File: src/rtl/ratio_sin_scaler.sv
// ratio_sin_scaler: y = +/- sat(round(a/(a+b+c) * sin_mag)), iterative divider.
// Half-up rounding is built when RATIO_SIN_SCALER_ROUND_EN is defined.
module ratio_sin_scaler #(
  parameter int W    = 12,
  parameter int FRAC = 14,
  parameter int S    = 13
) (
  input  logic          clk,
  input  logic          rst_n,
  input  logic          in_valid,
  output logic          in_ready,
  input  logic [W-1:0]  a,
  input  logic [W-1:0]  b,
  input  logic [W-1:0]  c,
  input  logic [S-1:0]  sin_mag,
  input  logic          sin_sign,
  output logic          out_valid,
  input  logic          out_ready,
  output logic [FRAC:0] y,
  output logic          div_zero
);

  localparam int DW = W + 2;
  localparam int RW = W + 3;
  localparam int QW = FRAC + 1;
  localparam int PW = QW + S;
  localparam int CW = $clog2(QW);

  localparam logic [S-1:0]  SIN_ONE = {1'b1, {(S-1){1'b0}}};
  localparam logic [PW-1:0] POS_MAX = PW'((1 << FRAC) - 1);
  localparam logic [PW-1:0] NEG_MAX = PW'(1 << FRAC);

  typedef enum logic [1:0] {
    IDLE,
    DIV,
    MUL,
    DONE
  } state_t;

  state_t state, state_nx;

  logic [W-1:0]  a_q, b_q, c_q;
  logic [S-1:0]  sin_q;
  logic          sign_q;
  logic [RW-1:0] rem;
  logic [QW-1:0] q;
  logic [CW-1:0] cnt;
  logic [QW-1:0] y_q;
  logic          dz_q;

  logic [DW-1:0] div_sum;
  logic          ge;
  logic [RW-1:0] rem_nx;
  logic [PW-1:0] prod;
  logic [PW-1:0] prod_r;
  logic [PW-1:0] mag_full;
  logic [QW-1:0] mag;
  logic [QW-1:0] y_nx;

  assign div_sum = DW'(a_q) + DW'(b_q) + DW'(c_q);

  // Remainder stays below 2*divisor, so one compare yields one quotient bit.
  assign ge     = rem >= {1'b0, div_sum};
  assign rem_nx = (ge ? rem - {1'b0, div_sum} : rem) << 1;

  assign prod = PW'(q) * PW'(sin_q);

`ifdef RATIO_SIN_SCALER_ROUND_EN
  assign prod_r = prod + (PW'(1) << (S - 2));
`else
  assign prod_r = prod;
`endif

  assign mag_full = prod_r >> (S - 1);

  always_comb begin
    mag = mag_full[QW-1:0];
    if (sign_q) begin
      if (mag_full > NEG_MAX) mag = NEG_MAX[QW-1:0];
    end else begin
      if (mag_full > POS_MAX) mag = POS_MAX[QW-1:0];
    end
    y_nx = sign_q ? (QW'(0) - mag) : mag;
  end

  always_comb begin
    state_nx = state;
    unique case (state)
      IDLE: if (in_valid) state_nx = DIV;
      DIV:  if (cnt == '0) state_nx = MUL;
      MUL:  state_nx = DONE;
      DONE: if (out_ready) state_nx = IDLE;
      default: state_nx = IDLE;
    endcase
  end

  always_ff @(posedge clk or negedge rst_n) begin
    if (!rst_n) begin
      state  <= IDLE;
      a_q    <= '0;
      b_q    <= '0;
      c_q    <= '0;
      sin_q  <= '0;
      sign_q <= 1'b0;
      rem    <= '0;
      q      <= '0;
      cnt    <= '0;
      y_q    <= '0;
      dz_q   <= 1'b0;
    end else begin
      state <= state_nx;
      case (state)
        IDLE: begin
          if (in_valid) begin
            a_q    <= a;
            b_q    <= b;
            c_q    <= c;
            sin_q  <= (sin_mag > SIN_ONE) ? SIN_ONE : sin_mag;
            sign_q <= sin_sign;
            rem    <= RW'(a);
            q      <= '0;
            cnt    <= CW'(FRAC);
          end
        end
        DIV: begin
          rem <= rem_nx;
          q   <= {q[QW-2:0], ge};
          cnt <= cnt - 1'b1;
        end
        MUL: begin
          y_q  <= (div_sum == '0) ? '0 : y_nx;
          dz_q <= (div_sum == '0);
        end
        default: ;
      endcase
    end
  end

  assign in_ready  = (state == IDLE);
  assign out_valid = (state == DONE);
  assign y         = y_q;
  assign div_zero  = dz_q;

endmodule

File: config.mk
export PLATFORM = sky130hd
export DESIGN_NAME = ratio_sin_scaler
export DESIGN_NICKNAME = d
export VERILOG_FILES = /design/src/rtl/ratio_sin_scaler.sv
export SDC_FILE = /design/constraint.sdc
export NUM_CORES = 1
export LEC_CHECK = 0
export ABC_AREA = 1
export CORE_ASPECT_RATIO = 0.7
export CORE_UTILIZATION = 50
export DETAILED_ROUTE_END_ITERATION = 10
export GPL_ROUTABILITY_DRIVEN = 0
export PLACE_DENSITY = 0.69
export SYNTH_ARGS = -nofsm -noshare
export SYNTH_HDL_FRONTEND = slang
export SYNTH_SLANG_ARGS = --single-unit
export TNS_END_PERCENT = 10
File: constraint.sdc
create_clock -name clk -period 7.5 [get_ports clk]
set_clock_uncertainty 0.05 [all_clocks]
set_input_delay 1.125 -clock clk [delete_from_list [all_inputs] [get_ports clk]]
set_output_delay 1.125 -clock clk [all_outputs]
set_load 0.01 [all_outputs]
==> impl_results.md <==
* Max-Slew Margin vs Limit at 24.81%
* PwrDens at 448.0 mW/mm^2
* Vias in the first global route at 10254
* Crit path top cell by count: nand2_1
* Resized Gates After CTS at 0
* Max-cap violations at 0
* Minimum clock period at 6.767 ns
* Clk buf depth at 2
* First-pass iteration count of the detailed router at 5
* Final setup vio count at 0
* Layout cells sized above 1 at 3.143%
* Final ANT Viol Nets at 0
* Clock root buffer: clkbuf_16
* Hold_ws at 0.4307 ns
* Die W at 194.0 um
* Final WS setup at 0.7330 ns
* Unrepaired setup endpoints after global routing: no
* Crit share post-route at 90.23%
* Setup TNS at 0 ns
* Die area at 0.02645 mm^2
* Residual DRC at 0
* Core Region at 0.02498 mm^2
* Final hold violations at 0
* Sequential-to-total area share from yosys stat at 19.79%
* Worst Hold Class: flop to flop
* Post-DP HPWL at 26990 um
* Leakage at 8.112 nW
* Post-synthesis instance total at 1753
* Mean Syn Cell Area at 7.357 um^2
* DIE HEIGHT at 136.4 um
* Nets at 2087
* Setup Fix Bufs, Post-CTS at 0
* H-tree depth at 3
* Antenna violations before repair at 1
* Fmax at 0.1478 GHz
* Starting DRT DRC Count at 1063
* Vias per cell at 5.099
* Slew Limit Fails at 0
* Yosys cell types at 51
* First-pass GRT wire length at 54410 um
* Startpoint types: flop
* #FFs+latches synth at 102
* # rows at 48
* Worst skew pair latency at 0.35 ns
* Slowest CP cell: dfrtp_1
* Worst EP arrival at 6.96 ns
* Synth-to-Final Area Change at 9.265%
* Status: completed
* CTS sink cnt at 102
* Mapped cell area at 0.01290 mm^2
* Initial Util at 51.62%
* Peak supply drop at 0.3821 mV
* CTS buffer count at 9
* Wirelength, routed at 33050 um
* YS warnings at 0
* Total global routing overflow at 0
* GRT Util Overall at 26.33%
* Syn_nets at 2063
* # hold bufs at CTS at 0
* Crit Path Class: flop to flop
* Largest net degree at the start of global routing at 68
* Worst Tran Pin Value at 1.124 ns
* Drt wl/cell at 15.69 um
* Count of buffers inserted at the top-level ports at 71
* Crit Path Max Fanout at 16
* CTS tree: done
* Crit path capture type: flop
* CP max stage delay at 0.76 ns
* Required time worst endpoint at 7.69 ns
* CTS clk-pin slew, worst paths at 0.07 ns
* Ports at 72
* Routed vias at 10743
* Placement Setup Slack at 0.7940 ns
* N_diodes at 0
==> final cells by class <==
type / instances / area (um^2)
clock inverters: 3 / 25.02
flip-flops and latches: 102 / 2552
inverters: 416 / 1564
multi-input cells: 1172 / 8527
well taps: 325 / 406.6
fillers: 2351 / 10890
repair buffers: 76 / 745.7
clock buffers: 13 / 270.3
==> logic make-up after synthesis <==
group,count (synthesis),synth area share (%)
adder cells (fa/ha/maj),256,33.92
buffers and inverters,479,14.17
XOR/XNOR,26,1.766
AO/OA/AOI/OAI,171,7.820
AND/OR/NAND/NOR,719,22.54
flip-flops,102,19.79
==> power by group <==
part           internal (mW)  total, mW  switching [mW]
sequential             0.776       1.18           0.404
clock                  0.255      0.469           0.214
combinational           1.79       4.66            2.87
==> path summary, 6_finish.rpt <==
path / endpoint / from / slack [ns] / depth (start not counted)
min reg2reg: y[5] / y[5] / 0.43 / 2
min in group asynchronous: y[3] / rst_n / 0.66 / 1
min: y[5] / y[5] / 0.43 / 2
max reg2reg: y[10] / sin_q[9] / 0.73 / 33
max in group asynchronous: sin_q[7] / rst_n / 5.47 / 2
max: y[10] / sin_q[9] / 0.73 / 33
==> layout by cell type, fill, tap and decap left out, drive strengths merged, types with 2 or more instances in the layout <==
cell type and count:
nand2 562, inv 417, fa 156, dfrtp 102
ha 100, clkdlybuf4s50 70, nor2 67, o21ai 65
nand3 61, a21oi 53, o22ai 16, xor2 15
clkbuf 13, o211ai 12, xnor2 11, nor3 9
o221ai 8, nand4 7, o21bai 6, buf 6
nand3b 5, a21boi 3, nor4 2, and2 2
==> cells in the mapped netlist, drive strengths merged <==
cell	count	area [um^2]
or4	1	7.510
or2	1	6.260
o21bai	6	45.04
clkinv	1	3.750
nor3	9	50.05
nand3	61	310.3
dfrtp	102	2552
nor2	67	269.0
nand4	7	43.79
o41ai	1	8.760
buf	7	52.55
o21a	1	7.510
a21oi	53	272.8
a31oi	1	6.260
o311ai	1	8.760
o22ai	16	100.1
nand3b	5	37.54
nand2	562	2137
a21o	1	7.510
a22oi	1	7.510
o211ai	12	100.1
and2	2	13.77
a32o	1	10.01
clkbuf	56	210.2
ha	100	1251
fa	156	3123
o221ai	8	70.07
a221oi	1	8.760
o21ai	65	332.8
and3	1	6.260
xnor2	11	96.34
nor3b	1	12.51
a21boi	3	22.52
nor4	2	12.51
inv	415	1560
xor2	15	131.4
==> stage by stage <==
stage | std cells | util, % | instance area (um^2) | total power [mW]
6_report | 2107 | 56.40 | 14090 | 6.313
3_5_place_dp | 2091 | 55.22 | 13800 | 5.737
3_3_place_gp | 2091 | 55.22 | 13800 | 5.647
5_1_grt | 2107 | 56.40 | 14090 | 7.030
2_1_floorplan | 1753 | - | 12900 | 4.625
4_1_cts | 2107 | 56.40 | 14090 | 6.253
==> per-layer routing <==
metal | global-route usage (%) | vias to the layer above | share of wire (%) | wire length (um)
met5 | 0 | - | 0 | 0
met4 | 3.307 | 0 | 0.64 | 210
met3 | 7.715 | 22 | 11 | 3511
met2 | 35.68 | 427 | 38 | 12520
met1 | 41.54 | 4997 | 51 | 16810
li1 | - | 5297 | - | -
==> state kept, by name, summed over array words and instances (netlist names) <==
signal and count:
q 15, c_q 12, state 2, sin_q 13, cnt 4, y 15
rem 15, a_q 12, div_zero 1, b_q 12, sign_q 1
==> critical path: cells and delay by family, from the launching register on <==
kind	cells	cell delay, ns
buffers and inverters	5	0.30
and+or+nand+nor	18	1.68
adders and majority gates	7	3.25
AOI/OAI and AO/OA	3	0.64
DFF	1	0.76
(Power assumes the default switching activity.)
